File: src/rtl/sw_debounce_port_if.sv
// KCPSM6 I/O bus slice used by the switch port: read address/strobe, read data,
// and the interrupt request/acknowledge pair.
interface sw_debounce_port_if;
    logic [7:0] port_id;
    logic       read_strobe;
    logic [7:0] in_port;
    logic       interrupt;
    logic       interrupt_ack;

    // Processor side drives address, strobe and acknowledge.
    modport master (
        output port_id,
        output read_strobe,
        output interrupt_ack,
        input  in_port,
        input  interrupt
    );

    // Peripheral side returns read data and raises the interrupt.
    modport slave (
        input  port_id,
        input  read_strobe,
        input  interrupt_ack,
        output in_port,
        output interrupt
    );
endinterface

File: src/rtl/sw_debounce_port.sv
// Debounced switch input port for KCPSM6: 2-FF sync, per-bit stability counter,
// sticky change flags cleared on read, and a level interrupt cleared by acknowledge.
module sw_debounce_port #(
    parameter int         W         = 8,
    parameter int         DB_CYCLES = 1000000,
    parameter logic [7:0] SW_ADDR   = 8'h00,
    parameter logic [7:0] FLAG_ADDR = 8'h01
) (
    input  logic                  clk,
    input  logic                  reset,
    input  logic [W-1:0]          sw,
    sw_debounce_port_if.slave     bus
);

    localparam int            CW       = $clog2(DB_CYCLES);
    localparam logic [CW-1:0] CNT_LAST = CW'(DB_CYCLES - 1);

    typedef enum logic {
        IDLE = 1'b0,
        PEND = 1'b1
    } irq_state_e;

    logic [W-1:0]          sync1_q, sync2_q;
    logic [W-1:0]          stable_q, stable_d;
    logic [W-1:0][CW-1:0]  cnt_q, cnt_d;
    logic [W-1:0]          flags_q, flags_d;
    logic [W-1:0]          flag_set;
    logic                  flag_clr;
    logic                  new_set;
    logic [7:0]            in_port_q, in_port_d;
    irq_state_e            state_q, state_d;
    logic                  irq;

    // NOTE: sequential state uses non-blocking (<=) so every register samples
    // the pre-edge values of the others, independent of statement order.
    always_ff @(posedge clk or negedge reset) begin
        if (!reset) begin
            sync1_q <= '0;
            sync2_q <= '0;
        end else begin
            sync1_q <= sw;
            sync2_q <= sync1_q;
        end
    end

    // Per-bit debounce: any sample that agrees with the accepted level
    // restarts the count, so only an unbroken run of DB_CYCLES is accepted.
    // NOTE: every always_comb output gets a default first so no path leaves
    // it unassigned and no latch is inferred.
    always_comb begin
        stable_d = stable_q;
        cnt_d    = cnt_q;
        flag_set = '0;
        for (int i = 0; i < W; i++) begin
            if (sync2_q[i] == stable_q[i]) begin
                cnt_d[i] = '0;
            end else if (cnt_q[i] == CNT_LAST) begin
                stable_d[i] = sync2_q[i];
                cnt_d[i]    = '0;
                flag_set[i] = 1'b1;
            end else begin
                cnt_d[i] = cnt_q[i] + CW'(1);
            end
        end
    end

    // A set in the same cycle as a read-clear survives; other bits clear.
    always_comb begin
        flag_clr = bus.read_strobe && (bus.port_id == FLAG_ADDR);
        flags_d  = flag_clr ? flag_set : (flags_q | flag_set);
        new_set  = |(flag_set & ~flags_q);
    end

    always_comb begin
        in_port_d = 8'h00;
        if (bus.port_id == SW_ADDR) begin
            in_port_d[W-1:0] = stable_q;
        end else if (bus.port_id == FLAG_ADDR) begin
            in_port_d[W-1:0] = flags_q;
        end
    end

    // NOTE: the per-bit counters are reset along with the rest so a reset
    // mid-debounce can never carry a partial count into the next run.
    always_ff @(posedge clk or negedge reset) begin
        if (!reset) begin
            stable_q  <= '0;
            cnt_q     <= '0;
            flags_q   <= '0;
            in_port_q <= 8'h00;
        end else begin
            stable_q  <= stable_d;
            cnt_q     <= cnt_d;
            flags_q   <= flags_d;
            in_port_q <= in_port_d;
        end
    end

    always_ff @(posedge clk or negedge reset) begin
        if (!reset) begin
            state_q <= IDLE;
        end else begin
            state_q <= state_d;
        end
    end

    // Only a fresh 0->1 flag raises the request; ack loses to a coincident new set.
    always_comb begin
        state_d = state_q;
        irq     = 1'b0;
        case (state_q)
            IDLE: begin
                if (new_set) begin
                    state_d = PEND;
                end
            end
            PEND: begin
                irq = 1'b1;
                if (bus.interrupt_ack && !new_set) begin
                    state_d = IDLE;
                end
            end
            default: state_d = IDLE;
        endcase
    end

    assign bus.in_port   = in_port_q;
    assign bus.interrupt = irq;

endmodule

File: src/flat_wrapper.sv
// flat-port wrapper written by rule: the top's interface ports become plain ports
module sw_debounce_port_flat 
#(
    parameter int         W         = 8,
    parameter int         DB_CYCLES = 1000000,
    parameter logic [7:0] SW_ADDR   = 8'h00,
    parameter logic [7:0] FLAG_ADDR = 8'h01
)
  (clk, reset, sw, bus_port_id, bus_read_strobe, bus_interrupt_ack, bus_in_port, bus_interrupt);
  sw_debounce_port_if bus_i ();
  input  logic clk;
  input  logic reset;
  input  logic [W-1:0] sw;
  input wire logic [$bits(bus_i.port_id)-1:0] bus_port_id;
  input wire logic [$bits(bus_i.read_strobe)-1:0] bus_read_strobe;
  input wire logic [$bits(bus_i.interrupt_ack)-1:0] bus_interrupt_ack;
  output wire logic [$bits(bus_i.in_port)-1:0] bus_in_port;
  output wire logic [$bits(bus_i.interrupt)-1:0] bus_interrupt;
  assign bus_i.port_id = bus_port_id;
  assign bus_i.read_strobe = bus_read_strobe;
  assign bus_i.interrupt_ack = bus_interrupt_ack;
  assign bus_in_port = bus_i.in_port;
  assign bus_interrupt = bus_i.interrupt;
  sw_debounce_port #(.W(W), .DB_CYCLES(DB_CYCLES), .SW_ADDR(SW_ADDR), .FLAG_ADDR(FLAG_ADDR)) u_core (.clk(clk), .reset(reset), .sw(sw), .bus(bus_i));
endmodule
File: config.mk
export PLATFORM = sky130hd
export DESIGN_NAME = sw_debounce_port_flat
export DESIGN_NICKNAME = d
export VERILOG_FILES = /design/src/rtl/sw_debounce_port_if.sv /design/src/rtl/sw_debounce_port.sv /design/src/flat_wrapper.sv
export SDC_FILE = /design/constraint.sdc
export NUM_CORES = 1
export LEC_CHECK = 0
export ABC_AREA = 1
export CORE_UTILIZATION = 50
export CTS_BUF_LIST = sky130_fd_sc_hd__clkbuf_16
export DETAILED_ROUTE_END_ITERATION = 7
export PLACE_DENSITY = 0.7
export SYNTH_ARGS = -nofsm -noshare
export SYNTH_HDL_FRONTEND = slang
export SYNTH_SLANG_ARGS = --single-unit
File: constraint.sdc
create_clock -name clk -period 4.7 [get_ports clk]
set_clock_uncertainty 0.1 [all_clocks]
set_input_delay 0.705 -clock clk [delete_from_list [all_inputs] [get_ports clk]]
set_output_delay 0.705 -clock clk [all_outputs]
set_load 0.005 [all_outputs]
# After elaboration in Yosys (flattened, before gate mapping)
# Index checks and enable logic that the tools add are counted.
# W data, S select, Z words.
# totals
ramBits	0
latch_bits	0
mem_bits_ro	0
out_inout_bits	9
memories	0
regBits	201
# classes
n_eq_ne	17
muxes	39
n_div	0
magnitude_cmp	0
bitwise_logic	12
n_addsub	8
shift	0
reduce_logical	13
multipliers	0
# ops
op	count
$mux W20	16
$add A20 B1 Y20 const B	8
$eq A20 B20 Y1 const B	8
$mux W8	3
$mux W1	19
$reduce_and A2 Y1	8
$not A1 Y1	9
$and A8 B8 Y8	1
$eq A1 B1 Y1	8
$eq A8 B1 Y1 const B	1
$logic_not A8 Y1	1
$not A8 Y8	1
$or A8 B8 Y8	1
$reduce_or A8 Y1	1
$logic_and A1 B1 Y1	2
$pmux W1 S2	1
$logic_not A1 Y1	1

# Logic depth before layout (Yosys ltp)
# Gate-level depths: netlist of run 1.
# depth
word_depth	9
ltp_mapped	10
ltp_nobuf	10

# Least setup slack after synthesis of run 1
# OpenSTA, ideal clock, no wires.
# synth_timing
path_kind	input-to-reg
startpoint	input bus_port_id[7]
endpoint	register u_core.flags_q[1]
required_time_ns	4.470
t_arrival_ns	1.531
slack_ns	2.939
cell_stages	4
path_buffers	0
cell_sequence	nor4_2 -> nand3_2 -> nor2_2 -> o21ai_0
# synth_between
elab_chain_len	3
# synth_lines
element	line_no	text
start, declared	flat_wrapper.sv:14	input wire logic [$bits(bus_i.port_id)-1:0] bus_port_id;
$eq A8 B1 Y1	sw_debounce_port.sv:69	flag_clr = bus.read_strobe && (bus.port_id == FLAG_ADDR);
$logic_and A1 B1 Y1	sw_debounce_port.sv:69	
$mux W8	sw_debounce_port.sv:70	flags_d = flag_clr ? flag_set : (flags_q | flag_set);
net u_core.flags_d[1]	sw_debounce_port.sv:26	logic [W-1:0] flags_q, flags_d;
end signal, assigned	sw_debounce_port.sv:94	flags_q <= flags_d;
end, declared	sw_debounce_port.sv:26	
# The timed path passes the listed nets, and every way through them passes these cells.
# A chain may end at the register's enable or synchronous reset.

# Worst setup path in the final report of run 1
# layout_timing
startpoint	register u_core.in_port_q[7] (netlist: u_core.bus.in_port[7])
endpoint	output bus_in_port[7]
# layout_lines
element	line_no	text
start, declared	sw_debounce_port.sv:30	logic [7:0] in_port_q, in_port_d;
start signal, assigned	sw_debounce_port.sv:95	in_port_q <= in_port_d;
end, declared	flat_wrapper.sv:17	output wire logic [$bits(bus_i.in_port)-1:0] bus_in_port;
# No word-level cell between the ends.

==> results.md, run 1 <==
Finish:
- The final antenna diode count is 0.
- At the end of the flow, the number of nets in the layout was 1278.
- The fraction of final layout cells sized beyond drive strength 1 is 11.1%.
- The layout overhead on the synthesized area is 14.1%.

CTS:
- The clock latency of the later-clocked register in the worst-skew pair is 0.51 ns.
- The number of post-CTS setup repair buffers is 0.
- The clock drives 201 sinks.
- The maximum level of the CTS H-tree is 1.
- Buffers inserted to repair hold after CTS numbered 0.
- Gates resized during post-CTS repair numbered 0.
- Clock-pin slew was measured on the worst setup and hold paths at 0.06 ns.
- The number of CTS-inserted buffers is 23.
- CTS placed an instance of sky130_fd_sc_hd__clkbuf_16 at the clock tree root.
- TritonCTS built the clock tree.
- In this run the deepest clock path goes through 3 buffers.

Setup path:
- The sort of element at the start of the critical path is a flip-flop.
- The largest stage delay on the critical path is 0.53 ns.
- Of all nets on the critical path, the largest fanout is 1.
- Together, buffers and inverters on the worst path number 1.
- The endpoint arrival time on the critical path is 1.48 ns.
- The startpoint identified for the worst register-to-register timing path is u_core.cnt_q[120]$_DFF_PN0_.
- The terminus of the critical flop-to-flop path is u_core.cnt_q[123]$_DFF_PN0_.
- The number of cells on the worst reg-to-reg path is 6.
- The signal on the critical path passes through clkdlybuf4s50_1.
- The kind of critical path is reg -> out.
- The endpoint required time on the critical path is 3.89 ns.
- The slowest library cell on the worst path is sky130_fd_sc_hd__clkdlybuf4s50_1.
- On the critical path the largest part of the delay comes from buffers and inverters.
- The worst setup path is captured at an output pin.
- The reg2reg setup slack is 2.49 ns.

GRT:
- The first global-routing pass estimated 34600 um of wire.
- For this run the aggregate overflow at the end of global routing stands at 0.
- The largest net degree at the start of global routing is 99.
- Across every metal layer, demand over resource in global routing totals 20.6%.
- The number of antenna violations at the first check in global routing is 0.
- The via count of the first global-routing pass came to 7420.

STA:
- The final count of pins violating max slew came to 0.
- The remaining max-slew budget at the tightest pin is 45.4%.
- After layout, the minimum clock period comes to 2.28 ns.
- The fmax is 438 MHz.
- The actual slew at the worst max-slew pin is 0.819 ns.
- Setup repair after global routing left no endpoint under its margin.
- The ratio of final minimum period to clock period is 48.6%.
- The post-route worst setup slack is 2.42 ns.
- Setup total negative slack on the finished layout was measured at 0 ns.
- The count of final hold-check violations came to 0.
- The final number of setup-violating endpoints is 0.

Die:
- The die outline height is 144 um.
- The width of the chip is 144 um.
- The area of the die is 20800 um2.
- In this run the standard cell core region covers 19600 um2.
- The I/O pin total is 29.
- Once the floorplan was initialized, standard cells occupied 51.5% of the core.
- The floorplan has 51 rows.

Synth:
- When the netlist entered floorplanning its net count stood at 1226.
- Synthesis handed over a netlist of 1198 instances.
- The cell type with the highest aggregate area in the netlist is sky130_fd_sc_hd__dfrtp_1.
- The number of distinct library cells after synthesis is 43.
- Yosys mapped a number of flops with a built-in enable equal to 0.
- The flip-flop cell with the highest count after synthesis is sky130_fd_sc_hd__dfrtp_1.
- Ranked by instance count, the synthesized netlist is headed by sky130_fd_sc_hd__nor2_1 (210), sky130_fd_sc_hd__dfrtp_1 (201), sky130_fd_sc_hd__nand2_1 (181), sky130_fd_sc_hd__inv_1 (161), sky130_fd_sc_hd__nor3_1 (54).
- Each instance of the synthesized netlist takes up on average 8.42 um2.
- Of the post-synthesis cell area, the dominant cell type holds 49.9%.
- The post-synthesis instance area is 10100 um2.
- By area the synthesized netlist is led by sky130_fd_sc_hd__dfrtp_1 (50%), sky130_fd_sc_hd__nor2_1 (7.8%), sky130_fd_sc_hd__nand2_1 (6.7%), sky130_fd_sc_hd__inv_1 (6.0%), sky130_fd_sc_hd__xor2_1 (2.9%).
- The sequential element share of the synthesized area is 49.9%.
- During synthesis, Yosys emitted a total of 0 warnings.
- The synthesized flop and latch total is 201.
- The share of synthesized registers carrying an async set or reset is 100%.
- The most frequently used cell type in the post-synthesis netlist is sky130_fd_sc_hd__nor2_1.

Hold path:
- The path class of the tightest hold or removal check is in -> async.

Route:
- After detailed routing, the average wire length per cell comes to 13.3 um.
- The number of nets still failing antenna checks after routing is 0.
- The detailed router finished its first iteration with 370 violations.
- The first-pass iteration count of the detailed router is 5.
- The overall via count from detail_route is 7814.
- The overall routed net length is 20300 um.
- For this run, design rule violations remaining after detail routing come to 0.
- The via density per instance is 5.10.

Placed design:
- After legalization and detailed placement, the total HPWL measured 14400 um.
- During placement, the flow inserted port buffers numbering 28.
- The pre-CTS setup slack is 2.08 ns.
- The global placement routability congestion is 0.853.

Power and ir drop:
- In this run the power density over the cells is 331 nW/um2.
- The worst-case vdd ir drop is 0.246 mV.
- The overall power is 3.81 mW.
- The cell leakage power is 5.13 nW.

Run:
- The number of max-cap violations is 0.

Outcome:
- The flow ran to the end, and the final reports show no timing, DRC or antenna violations.
## how the worst max path moves through the flow
stage	start	to	slack, ns	cells past startpoint
after floorplan	bus_port_id[7]	u_core.flags_q[1]$_DFF_PN0_	2.94	4
after global placement	bus_port_id[7]	u_core.flags_q[1]$_DFF_PN0_	2.12	5
after detailed placement	bus_port_id[7]	u_core.flags_q[1]$_DFF_PN0_	2.08	5
after CTS	u_core.bus.in_port[2]$_DFF_PN0_	bus_in_port[2]	2.41	1
after global routing	u_core.cnt_q[120]$_DFF_PN0_	u_core.cnt_q[123]$_DFF_PN0_	2.22	6
final	u_core.bus.in_port[7]$_DFF_PN0_	bus_in_port[7]	2.42	1
## flip-flops by register name, summed over array words and instances (netlist names)
signal / cells
u_core.stable_q: 8
u_core.sync2_q: 8
u_core.cnt_q: 160
u_core.flags_q: 8
u_core.sync1_q: 8
u_core.state_q: 1
u_core.bus.in_port: 8
## stage by stage
step | instance area (um2) | hold slack, ns | std cells | util, %
finish | 11500 | 0.164 | 1532 | 58.8
detailed placement | 10700 | 0.238 | 1490 | 54.7
floorplan | 10100 | 0.231 | 1198 | -
global route | 11500 | 0.255 | 1532 | 58.8
global placement | 10700 | 0.238 | 1490 | 54.7
CTS | 11500 | 0.218 | 1532 | 58.8
## cells in the final DEF (no fill, tap or decap), types with 17 or more instances in the layout
| master | instances |
|---|---|
| sky130_fd_sc_hd__a21oi_1 | 53 |
| sky130_fd_sc_hd__a31oi_1 | 17 |
| sky130_fd_sc_hd__o21ai_0 | 32 |
| sky130_fd_sc_hd__nand3_1 | 39 |
| sky130_fd_sc_hd__nand2_1 | 181 |
| sky130_fd_sc_hd__nor2_2 | 30 |
| sky130_fd_sc_hd__nor3_1 | 54 |
| sky130_fd_sc_hd__inv_1 | 164 |
| sky130_fd_sc_hd__xor2_1 | 33 |
| sky130_fd_sc_hd__clkdlybuf4s50_1 | 27 |
| sky130_fd_sc_hd__nor2_1 | 210 |
| sky130_fd_sc_hd__nand4_1 | 40 |
| sky130_fd_sc_hd__clkbuf_16 | 23 |
| sky130_fd_sc_hd__dfrtp_1 | 201 |
## cell families after synthesis
group	after synthesis	synth area share [%]
and+or+nand+nor	632	30.6
adders and majority gates	8	0.992
xor gates and xnor gates	45	3.91
muxes	3	0.335
AOI/OAI and AO/OA	134	7.70
DFF	201	49.9
buffers and inverters	175	6.65
## where the power goes
| part | switching (mW) | total [mW] | internal (mW) |
|---|---|---|---|
| registers | 0.0195 | 1.78 | 1.76 |
| logic | 0.0913 | 0.136 | 0.0445 |
| clock network | 0.725 | 1.89 | 1.17 |
| total | 0.836 | 3.81 | 2.97 |
## area by class of cell
type	instances	area (um2)
Fill cell	1730	8080
Sequential cell	201	5030
Multi-Input combinational cell	822	4390
Inverter	172	648
Clock buffer	23	576
Tap cell	265	332
Timing Repair Buffer	30	312
Clock inverter	19	228
## routing by layer
metal	vias up	routed length, um	global-route usage [%]
li1	4004	-	-
met1	3686	9590	27.7
met2	92	9550	34.1
met3	32	741	3.58
met4	0	463	6.22
met5	-	0	0
No activity file was read; power rests on OpenSTA's default activity.
==> run 2: changes to the inputs <==
clock period = 2.3 ns   (was 4.7 ns; I/O delays follow)
==> results.md, run 2 (synthesis results as in run 1) <==
Setup path:
- The launch point of the worst path is u_core.cnt_q[20]$_DFF_PN0_.
- The sort of element at the start of the critical path is a flip-flop.
- The kind of capture point of the worst setup path is a flip-flop.
- In this run the worst setup path terminates at u_core.cnt_q[23]$_DFF_PN0_.
- For the worst flop-to-flop path, the logic depth is 8.
- The launch instance of the worst register-to-register path is u_core.cnt_q[20]$_DFF_PN0_.
- The endpoint required time on the critical path is 2.62 ns.
- The terminus of the critical flop-to-flop path is u_core.cnt_q[23]$_DFF_PN0_.
- For flop-to-flop paths, the worst setup slack is 0.39 ns.
- The critical path is of the reg -> reg type.
- Along the worst path, the maximum fanout reaches 12.
- The endpoint arrival time on the critical path is 2.22 ns.

Finish:
- The register with the most flip-flops in the final layout is u_core.cnt_q.
- In the layout the commonest cells are sky130_fd_sc_hd__nor2_1 (210), sky130_fd_sc_hd__dfrtp_1 (201), sky130_fd_sc_hd__nand2_1 (181).
- In the final layout, the share of cells above drive strength 1 is 11.2%.
- Relative to the synthesized area, the layout overhead comes to 14.3%.
- 0 antenna diodes ended up in the layout.
- The register with the most flip-flops in the layout has 160 of them.
- The most common cell after layout, fill and taps aside is sky130_fd_sc_hd__nor2_1.
- The net count of the finished layout is 1285.

CTS:
- Buffers inserted during clock tree synthesis total 23.
- The total number of clock tree sinks is 201.
- The clock latency of the later-clocked register in the worst-skew pair is 0.52 ns.
- In this run the clock root is driven by a sky130_fd_sc_hd__clkbuf_16.
- CTS built an H-tree with a depth of 1.
- The clock-pin slew on the worst setup and hold paths is 0.06 ns.
- The clock tree from TritonCTS is built.
- The longest clock path from root to sink contains 3 buffers.

STA:
- Hold is met by 0.163 ns.
- The count of final hold-check violations is 0.
- The final critical path time including I/O delays and setup is 1.91 ns.
- In this run the tightest slew margin relative to its limit is 65.0%.
- The final total negative setup slack is 0 ns.
- At the pin with the least slew margin, the transition time is 0.524 ns.
- The fmax is 524 MHz.
- The final count of pins violating max slew is 0.
- After layout, the worst path uses 82.9% of the clock period.
- Setup repair after global routing left no endpoint under its margin.
- Setup violations remaining at the end of the flow were counted as 0.

Route:
- The pre-antenna-repair detailed-routing pass consisted of 5 iterations.
- The number of remaining DRC errors is 0.
- The via density per instance is 5.13.
- Once detail routing completed, the nets flagged for antenna violations numbered 0.
- The initial DRC count is 410.
- The overall via count from detail_route is 7887.
- In the final routed layout, each cell accounts on average for 13.2 um.
- After detailed routing, the total wire length is 20300 um.

Power and ir drop:
- The total power divided by cell area is 653 nW/um2.
- The internal power summed over all cells is 5.85 mW.
- The worst-case IR drop observed on VDD is 0.570 mV.
- For this design the total switching power over the nets is 1.68 mW.
- The fraction of power spent switching nets is 22.3%.
- The cell leakage power is 5.14 nW.
- Combinational logic burns 3.9% of the power.
- The design draws 7.53 mW.
- The sequential group share of total power is 48.3%.
- Per report_power, the clock group accounts for 47.8% of the total.

Die:
- 29 I/O pins were placed.
- The area of the core is 19600 um2.
- Once the floorplan was initialized, standard cells occupied 51.5% of the core.
- The area of the die is 20800 um2.
- The die outline height is 144 um.
- The floorplan has 51 rows.
- The width of the chip is 144 um.

Outcome:
- The run finished with clean final reports.

GRT:
- The remaining global-route overflow is 0.
- The number of antenna violations at the first check in global routing is 0.
- The via count of the first global-routing pass is 7484.
- In the global route stage, overall resource usage came out at 20.8%.
- The first-pass GRT wire length is 34900 um.
- The largest net degree at the start of global routing is 60.

Placed design:
- The global placement routability congestion is 0.858.
- The total half-perimeter wirelength after legalization and detailed placement is 14300 um.
- The number of buffer cells added on primary ports is 28.

Run:
- The number of max-cap violations is 0.

Hold path:
- In this run the worst hold path is classified as in -> reg.
## run 2: cell count changes in the layout (fill, tap and decap cells not counted), moves of 2 or more
cell | previous run | this run
sky130_fd_sc_hd__bufinv_16 | 5 | 3
sky130_fd_sc_hd__clkinv_2 | 6 | 3
sky130_fd_sc_hd__clkinv_1 | 2 | 5
sky130_fd_sc_hd__buf_12 | 1 | 3
sky130_fd_sc_hd__buf_4 | 1 | 5
## run 2: power groups by stage
stage / clock network (mW) / registers [mW] / logic, mW
2_1_floorplan: 0 / 3.69 / 0.138
3_3_place_gp: 0 / 3.70 / 0.293
3_5_place_dp: 0 / 3.70 / 0.296
4_1_cts: 3.70 / 3.64 / 0.301
5_1_grt: 3.83 / 3.64 / 0.340
6_report: 3.60 / 3.64 / 0.292
## run 2: metal layers
layer | track usage, % | part of all wire (%) | up-vias
li1 | - | - | 4025
met1 | 28.3 | 47 | 3705
met2 | 34.1 | 46 | 118
met3 | 3.44 | 4.0 | 39
met4 | 6.49 | 2.9 | 0
met5 | 0 | 0 | -
## run 2: worst min path at each step
| stage | from | end | slack (ns) | cells past startpoint |
|---|---|---|---|---|
| 6_report | sw[5] | u_core.sync1_q[5]$_DFF_PN0_ | 0.16 | 1 |
| 5_1_grt | sw[3] | u_core.sync1_q[3]$_DFF_PN0_ | 0.15 | 1 |
| 4_1_cts | sw[5] | u_core.sync1_q[5]$_DFF_PN0_ | 0.14 | 1 |
| 3_5_place_dp | u_core.sync1_q[3]$_DFF_PN0_ | u_core.sync2_q[3]$_DFF_PN0_ | 0.24 | 0 |
| 3_3_place_gp | u_core.sync1_q[0]$_DFF_PN0_ | u_core.sync2_q[0]$_DFF_PN0_ | 0.23 | 0 |
| 2_1_floorplan | reset | u_core.bus.in_port[0]$_DFF_PN0_ | -0.05 | 0 |
## run 2: area by class of cell
type,count,area [um2]
clock buffers,23,576
clock inverters,18,166
fillers,1731,8050
inverters,172,648
multi-input cells,822,4390
flip-flops and latches,201,5030
well taps,265,332
repair buffers,37,392
## run 2: per-stage QoR
step,instance area (um2),worst slack [ns],cells,util [%]
CTS,11500,0.122,1538,58.9
floorplan,10100,0.736,1198,-
detailed placement,10800,0.121,1496,55.0
global placement,10800,0.149,1496,55.0
global route,11500,0.157,1538,58.9
finish,11500,0.393,1538,58.9
## run 2: critical path: stages, from the launching register on
cell                      delay, ns
sky130_fd_sc_hd__dfrtp_1       0.40
sky130_fd_sc_hd__ha_1          0.22
sky130_fd_sc_hd__nand2_1       0.10
sky130_fd_sc_hd__nor2_2        0.08
sky130_fd_sc_hd__nand2_1       0.06
sky130_fd_sc_hd__nor2_1        0.06
sky130_fd_sc_hd__a21oi_2       0.42
sky130_fd_sc_hd__inv_1         0.17
sky130_fd_sc_hd__nor3b_1       0.21
## run 2: repair_timing
item                                    4_1_cts  5_1_grt
resized for setup                             0        1
buffers inserted                              0        0
hold endpoints to repair                     54        0
hold buffers                                  1        0
endpoints found under the setup margin        0        4
==> run 3: changes to the inputs <==
clock period = 1.85 ns   (was 2.3 ns; I/O delays follow)
==> results.md, run 3 (synthesis results as in run 1) <==
Finish:
- 0 antenna diodes ended up in the layout.
- The layout overhead on the synthesized area is 15.6%.
- In the final design database the tool counted 1300 nets.
- The register with the most flip-flops in the layout has 160 of them.
- The final core area utilization is 59.5%.
- The library cells used most frequently in the layout, excluding fill and tap cells, are sky130_fd_sc_hd__nor2_1 (207), sky130_fd_sc_hd__dfrtp_1 (201), sky130_fd_sc_hd__nand2_1 (181).
- u_core.cnt_q holds more flip-flops than any other register.
- Of the cells placed in the final design, the portion with a size suffix greater than 1 is 12.5%.
- The post-route standard cell area excluding fillers is 11700 um2.
- The most common cell after layout, fill and taps aside is sky130_fd_sc_hd__nor2_1.
- Fill cells in the final layout number 1714.

Route:
- The initial DRC count is 315.
- The first detailed-routing pass ran for 5 iterations.
- The overall via count from detail_route is 7889.
- After detailed routing, the number of remaining DRC violations is 0.
- The overall routed net length is 20500 um.
- The number of nets still failing antenna checks after routing is 0.
- The wire length per cell is 13.2 um.
- The via density per instance is 5.09.

Setup path:
- Traced cell by cell, the critical path runs through clkdlybuf4s50_1.
- The endpoint required time on the critical path is 1.47 ns.
- The logic depth of the worst register-to-register path is 9.
- The largest individual stage delay along the critical path comes from the cell sky130_fd_sc_hd__clkdlybuf4s50_1.
- The count of buffering cells on the critical path with inverters included is 1.
- The sort of element at the start of the critical path is a flip-flop.
- The number of logic stages on the critical path including buffering is 1.
- The kind of cell adding the most delay to the critical path is buffers and inverters.
- The critical path is of the reg -> out type.
- STA classifies the critical path endpoint as an output pin.
- The biggest fanout along the worst timing path is 1.
- The terminus of the critical flop-to-flop path is u_core.cnt_q[16]$_DFF_PN0_.
- The launch instance of the worst register-to-register path is u_core.cnt_q[0]$_DFF_PN0_.
- The largest stage delay on the critical path is 0.52 ns.
- The endpoint arrival time on the critical path is 1.40 ns.
- The setup check on the worst reg-to-reg path leaves a slack of 0.10 ns.

STA:
- For the pin with the worst max-slew slack, the measured transition is 0.451 ns.
- Hold is met by 0.108 ns.
- The count of final hold-check violations was 0.
- Based on the critical path, the design can be clocked at up to 562 MHz.
- The final count of pins violating max slew came to 0.
- Once routing completed, OpenROAD measured the worst setup slack at 0.0699 ns.
- After layout, the worst path uses 96.2% of the clock period.
- The remaining max-slew budget at the tightest pin is 69.7%.
- The final number of setup-violating endpoints is 0.
- The final critical path time including I/O delays and setup is 1.78 ns.

CTS:
- In this run the number of H-tree levels came out at 1.
- For the worst-skew pair, the clock arrives at the later sink with an insertion delay of 0.50 ns.
- The maximum buffer depth of the clock tree is 3.
- The clock net in this run drives a total of 201 sinks.
- Clock tree synthesis selected as its root buffer the cell sky130_fd_sc_hd__clkbuf_16.
- The number of CTS-inserted buffers is 23.
- After clock tree synthesis, the clock-pin slew on the worst setup and hold paths is 0.06 ns.
- The clock tree from TritonCTS is built.

Hold path:
- The path type of the worst min-delay path is in -> reg.
- The start point of the worst min-delay path is sw[3].
- The end of the worst hold path is u_core.sync1_q[3]$_DFF_PN0_.
- The number of instances on the worst hold path is 1.

Run:
- The tool flagged a number of max-cap violations equal to 0.

GRT:
- Entering global routing, the biggest net connects 52 pins.
- The overall track demand over capacity in global routing is 20.5%.
- The via count of the first global-routing pass was 7450.
- The number of antenna violations at the first check in global routing came to 0.
- The total overflow left after global routing is 0.
- The first global-routing pass estimated 34400 um of wire.

Placed design:
- Input and output buffers added on the ports amount to 28.
- The total half-perimeter wirelength after legalization and detailed placement is 14800 um.
- At the end of routability-driven placement, the weighted congestion stood at 0.836.
- The pre-CTS setup slack is 0.0155 ns.
- Summing all placed instances gives a cell area of 10800 um2.

Power and ir drop:
- The worst-case vdd ir drop is 0.762 mV.
- The total power divided by cell area is 794 nW/um2.
- The analysis attributes to cell leakage a power of 5.23 nW.

Die:
- The initial utilization of the core area, before any placement, comes to 51.5%.
- The width of the chip is 144 um.
- The die outline height is 144 um.
- The I/O pin total is 29.
- The floorplan has 51 rows.
- The core region is 19600 um2.
- The area of the die is 20800 um2.

Outcome:
- The run finished with clean final reports.
## run 3: final cells by class
class                   instances  area (um2)  share of cell area, %
clock buffers                  23         576                   4.94
clock inverters                15         144                   1.23
inverters                     172         648                   5.56
multi-input cells             822        4420                   37.9
flip-flops and latches        201        5030                   43.1
well taps                     265         332                   2.84
repair buffers                 52         507                   4.35
## run 3: how the worst max path moves through the flow
stage	to	start	slack (ns)
finish	bus_in_port[7]	u_core.bus.in_port[7]$_DFF_PN0_	0.07
global route	u_core.cnt_q[147]$_DFF_PN0_	u_core.cnt_q[140]$_DFF_PN0_	-0.01
CTS	bus_in_port[2]	u_core.bus.in_port[2]$_DFF_PN0_	0.008
detailed placement	u_core.flags_q[0]$_DFF_PN0_	bus_port_id[3]	0.02
global placement	u_core.flags_q[7]$_DFF_PN0_	bus_port_id[7]	0.06
floorplan	u_core.cnt_q[152]$_DFF_PN0_	u_core.cnt_q[140]$_DFF_PN0_	0.29
## run 3: what timing repair did
item | in CTS | in global routing
endpoints found under the setup margin | 0 | 19
hold endpoints to repair | 49 | 0
hold buffers | 1 | 0
buffers inserted | 0 | 8
gates resized for setup | 0 | 11
## run 3: power by group
group          total (mW)  leakage [nW]  internal [mW]  switching (mW)
combinational       0.374          2.15          0.134           0.240
sequential           4.52          2.71           4.47          0.0497
clock                4.37         0.373           2.66            1.71
total                9.26          5.23           7.26            2.00
## run 3: per-layer routing
layer	global-route usage (%)	wire, um
met2	34.9	9970
met1	26.9	9390
met5	0	0
met3	3.77	827
met4	5.26	314
## run 3: per-stage QoR
stage          power, mW  setup TNS (ns)  instances
6_report            9.26               0       1550
5_1_grt             9.63         -0.0183       1550
4_1_cts             9.39               0       1542
3_5_place_dp        4.97               0       1503
3_3_place_gp        4.97               0       1503
2_1_floorplan       4.76               0       1198
